### src/rtl/nonce_search_ctrl.sv
// Nonce search controller: feeds {header, nonce} blocks to the hash core one at a time,
// compares each result against the difficulty target and reports the first winner.
module nonce_search_ctrl #(
    parameter int HASH_W    = 24,
    parameter int MAX_TRIES = 256,
    parameter int CNT_W     = 9,
    parameter int TIMEOUT   = 64
) (
    input  logic              clk,
    input  logic              reset,
    input  logic              start,
    input  logic [95:0]       data_entry_12,
    input  logic [31:0]       data_nonce,
    input  logic [7:0]        data_target,
    output logic [127:0]      block_out,
    output logic              block_valid,
    input  logic              hash_done,
    input  logic [HASH_W-1:0] hash_in,
    output logic              busy,
    output logic              done,
    output logic              found,
    output logic              timeout_err,
    output logic [31:0]       nonce_out,
    output logic [HASH_W-1:0] hash_out,
    output logic [CNT_W-1:0]  attempts
);

    localparam int WAIT_W = $clog2(TIMEOUT);

    typedef enum logic [2:0] {
        S_IDLE,
        S_ISSUE,
        S_WAIT,
        S_CHECK,
        S_END
    } state_t;

    state_t state_q, state_d;

    logic [95:0]       hdr_q;
    logic [31:0]       nonce_q;
    logic [7:0]        target_q;
    logic [WAIT_W-1:0] wait_cnt;
    logic [HASH_W-1:0] hash_reg;

    logic pass;
    logic last_try;
    logic wait_expired;

    // Difficulty test looks only at the top byte of the hash.
    assign pass         = hash_reg[HASH_W-1 -: 8] < target_q;
    assign last_try     = (attempts + CNT_W'(1)) == CNT_W'(MAX_TRIES);
    assign wait_expired = wait_cnt == WAIT_W'(TIMEOUT - 1);

    // NOTE: sequential state uses non-blocking assignments so every register samples
    // the pre-edge values regardless of statement order.
    always_ff @(posedge clk or posedge reset) begin
        if (reset) state_q <= S_IDLE;
        else       state_q <= state_d;
    end

    // NOTE: every output of this block gets a default first so no path infers a latch.
    always_comb begin
        state_d = state_q;
        busy    = 1'b0;
        done    = 1'b0;
        case (state_q)
            S_IDLE: begin
                if (start) state_d = S_ISSUE;
            end
            S_ISSUE: begin
                busy    = 1'b1;
                state_d = S_WAIT;
            end
            S_WAIT: begin
                busy = 1'b1;
                // A result arriving on the last allowed cycle still counts.
                if (hash_done)         state_d = S_CHECK;
                else if (wait_expired) state_d = S_END;
            end
            S_CHECK: begin
                busy    = 1'b1;
                state_d = (pass || last_try) ? S_END : S_ISSUE;
            end
            S_END: begin
                done    = 1'b1;
                state_d = S_IDLE;
            end
            default: state_d = S_IDLE;
        endcase
    end

    always_ff @(posedge clk or posedge reset) begin
        if (reset) begin
            hdr_q       <= '0;
            nonce_q     <= '0;
            target_q    <= '0;
            wait_cnt    <= '0;
            hash_reg    <= '0;
            block_out   <= '0;
            block_valid <= 1'b0;
            found       <= 1'b0;
            timeout_err <= 1'b0;
            nonce_out   <= '0;
            hash_out    <= '0;
            attempts    <= '0;
        end else begin
            block_valid <= 1'b0;
            case (state_q)
                S_IDLE: begin
                    if (start) begin
                        hdr_q       <= data_entry_12;
                        nonce_q     <= data_nonce;
                        target_q    <= data_target;
                        found       <= 1'b0;
                        timeout_err <= 1'b0;
                        attempts    <= '0;
                    end
                end
                S_ISSUE: begin
                    block_out   <= {hdr_q, nonce_q};
                    block_valid <= 1'b1;
                    wait_cnt    <= '0;
                end
                S_WAIT: begin
                    wait_cnt <= wait_cnt + WAIT_W'(1);
                    if (hash_done)         hash_reg    <= hash_in;
                    else if (wait_expired) timeout_err <= 1'b1;
                end
                S_CHECK: begin
                    attempts <= attempts + CNT_W'(1);
                    if (pass) begin
                        found     <= 1'b1;
                        nonce_out <= nonce_q;
                        hash_out  <= hash_reg;
                    end else if (!last_try) begin
                        nonce_q <= nonce_q + 32'd1;
                    end
                end
                default: ;
            endcase
        end
    end

endmodule

### config.mk
export PLATFORM = sky130hd
export DESIGN_NAME = nonce_search_ctrl
export DESIGN_NICKNAME = d
export VERILOG_FILES = /design/src/rtl/nonce_search_ctrl.sv
export SDC_FILE = /design/constraint.sdc
export NUM_CORES = 1
export LEC_CHECK = 0
export CORE_MARGIN = 2
export CORE_UTILIZATION = 50
export CTS_CLUSTER_DIAMETER = 50
export CTS_CLUSTER_SIZE = 12
export DETAILED_ROUTE_END_ITERATION = 10
export PLACE_DENSITY = 0.9
export SETUP_SLACK_MARGIN = 0.15
export SYNTH_ARGS = -nofsm -noshare
export SYNTH_HDL_FRONTEND = slang
export SYNTH_SLANG_ARGS = --single-unit
### constraint.sdc
create_clock -name clk -period 14.4 [get_ports clk]
set_clock_uncertainty 0.15 [all_clocks]
set_input_delay 1.44 -clock clk [delete_from_list [all_inputs] [get_ports clk]]
set_output_delay 1.44 -clock clk [all_outputs]
set_load 0.005 [all_outputs]
==> metrics.csv <==
metric,value,unit
WL final,42620,um
Ports,362,
CTS-repair resized insts,0,
placed cell count,2225,
# clock sinks,365,
Pwr per Cell Area,227.7,nW/um2
Skew-Pair Late Insertion Delay,0.51,ns
pin count of the biggest net entering global routing,175,
Post-CTS Setup Bufs,0,
Post-Synth XOR/XNOR Area,0.002343,
Die Y,177.0,um
max FFs per register,128,
"antenna viol nets, final",0,
DIE AREA,31310,um2
Pre-antenna DRT Iters,5,
"Clk pin slew, worst setup/hold paths",0.06,ns
drt wl/cell,18.65,um
FP Rows,63,
GRT overflow,0,
Worst-Margin Slew,1.240,ns
fin cells,2285,
slew margin rel.,0.1703,
Yosys reg bits,365,
min cycle time layout,4.261,ns
hold path depth,2,
via count,12600,
hold_buf cts,0,
Remaining DRCs,0,
status,finished clean,
reg2reg path depth,6,
Min-Delay Path Class,reg -> reg,
Placer Congestion,0.8806,
area growth from synthesis to final layout,33.41,%
f_max,234.7,MHz
post-synthesis mux area share,0.06007,
RR Startpoint,state_q[0]$_DFFE_PP0P_,
Hold Crit Start,hdr_q[26]$_DFFE_PP0P_,
initial antenna violation count,4,
Synth Area in Compound Gates,0.07002,
top_reg_cell synth,dfrtp_1,
worst r2r dst,nonce_q[0]$_DFFE_PP0P_,
largest family of logic cells by synthesized area,simple AND/OR/NAND/NOR gates,
fin crit share,0.2959,
final setup fails,0,
Largest regs,"block_out: 128 flops, hdr_q: 96 flops",
Num CTS Buffers,41,
core area,29560,um2
YS warnings,0,
top cell type's share of synthesized area,0.6107,
Synth Area in Simple Gates,0.2190,
# port buffers,361,
largest cells by area after synthesis,"dfrtp_1 (61%), nand2_1 (18%), mux2_2 (5.9%)",
CP Class,in -> reg,
max_cap viols,0,
Initial Utilization,0.5059,
Netlist cell types,57,
critical path arrival,4.51,ns
Final HPWL DP,28010,um
LEAKAGE,9.420,nW
Cells after Synth,1555,
drt via density,5.515,
vias in the first global route,12750,
Required @ worst endpoint,14.65,ns
H-tree depth,2,
CTS tree,yes,
Peak VDD IR,135.5,uV
GRT Total Usage,0.2693,
Die Width,177.0,um
Critical Path Sink Type,register,
number of synthesized flops with an enable pin,0,
Biggest register,block_out,
Synth Cell Area,14960,um2
reg2reg setup slack,10.80,ns
Synth Area per Inst,9.618,um2
Hold EP,block_out[58]$_DFFE_PP0P_,
post-synthesis async set-or-reset flop share,1.000,
1st-iter DRT viols,1170,
total negative slack,0,ns
Longest Clk Path Bufs,3,
RSZ-0062 raised after global routing,no,
Final Hold Viols,0,
count of nets after finishing,2053,
CTS Root Cell,clkbuf_16,
worst-path fanout max,100,
sequential element share of the synthesized area,0.6107,
syn nets,1730,
dominant cell type by area after synthesis,dfrtp_1,
first-pass GRT wire length,67070,um
share of post-route cells with drive strength above 1,0.08408,
adder-cell share of the synthesized area,0.009203,
Startpoint Class,input port,
number of max-slew violations in the final report,0,
==> cells in the mapped netlist, types with 3 or more instances <==
cell type	instances
nand2_1	722
dfrtp_1	365
mux2_2	78
clkbuf_1	59
o21ai_0	51
a21oi_1	46
buf_2	24
nor2_1	22
a31oi_1	21
nand3_1	21
o22ai_1	13
inv_1	12
ha_1	11
nand4_1	10
buf_1	8
and2_1	7
and3_1	7
o31ai_1	6
a211oi_1	4
a21o_1	4
a22o_1	4
nor3_1	4
and4_1	3
nor4_1	3
o211ai_1	3
or3_1	3
==> routing by layer <==
metal | global-route usage | wire length [um]
met2 | 0.4452 | 20860
met5 | 0 | 0
met3 | 0.07195 | 3812
met1 | 0.3304 | 16230
met4 | 0.1243 | 1722
==> layout by cell type, fill, tap and decap left out, types with 4 or more instances in the layout <==
cell             synthesis  final
a21oi_1                 46     46
inv_1                   12     10
nor2_1                  22     22
nand2_1                722    721
clkbuf_16                0     41
nand4_1                 10     10
nand3_1                 21     21
o31ai_1                  6      6
and3_1                   7      7
a31oi_1                 21     21
dfrtp_1                365    365
o22ai_1                 13     13
a22o_1                   4      4
a211oi_1                 4      4
mux2_2                  78     78
buf_4                    0     10
a21o_1                   4      4
clkdlybuf4s50_1          0    361
ha_1                    11     11
o21ai_0                 51     51
clkbuf_1                59      4
and2_1                   7      7
nor3_1                   4      4
diode_2                  0      4
==> worst max-delay path by stage <==
stage | from | to | slack [ns] | cells past startpoint
3_3_place_gp | start | nonce_q[0]$_DFFE_PP0P_ | 9.73 | 6
2_1_floorplan | reset | attempts[0]$_DFFE_PP0P_ | 2.68 | 1
5_1_grt | start | nonce_q[0]$_DFFE_PP0P_ | 10.0 | 6
3_5_place_dp | start | nonce_q[0]$_DFFE_PP0P_ | 9.72 | 6
6_report | start | nonce_q[0]$_DFFE_PP0P_ | 10.14 | 6
4_1_cts | start | nonce_q[0]$_DFFE_PP0P_ | 10.25 | 6
==> layout make-up <==
class	instances	area (um2)
Antenna cell	4	10.01
Timing Repair Buffer	372	3709
Fill cell	2172	9607
Clock inverter	10	82.58
Inverter	12	55.05
Sequential cell	365	9134
Clock buffer	46	1055
Tap cell	390	488.0
Multi-Input combinational cell	1086	5420
==> through the flow <==
stage	hold WS (ns)	utilization	area (um2)	setup WS [ns]	total power [mW]
after floorplan	0.2886	-	14960	2.678	2.728
after global placement	0.2949	0.6362	18810	9.734	3.503
after detailed placement	0.3014	0.6362	18810	9.715	3.618
after CTS	0.3172	0.6747	19940	10.25	4.568
after global routing	0.3342	0.6750	19950	10.00	4.837
final	0.3134	0.6750	19950	10.14	4.544
==> kinds of logic (layout without fill, tap and decap cells) <==
logic type	Yosys count	count (layout)
compound gates	172	172
xor+xnor	4	4
fa+ha+maj	11	11
buf+inv	104	440
flops	365	365
mux	80	80
other cells	0	4
simple gates	819	819
==> critical path, cell delays in order <==
cell and delay, ns:
clkdlybuf4s50_1 0.45, nand3b_1 0.10, buf_4 0.82, nand2_1 0.81, and2_4 0.51, o221a_1 0.27
==> power by group <==
group          switching (mW)  internal, mW
Clock                   0.397         0.522
Sequential              0.337          1.50
Combinational           0.919         0.864
Note: power is estimated with default switching activity, not from simulation.
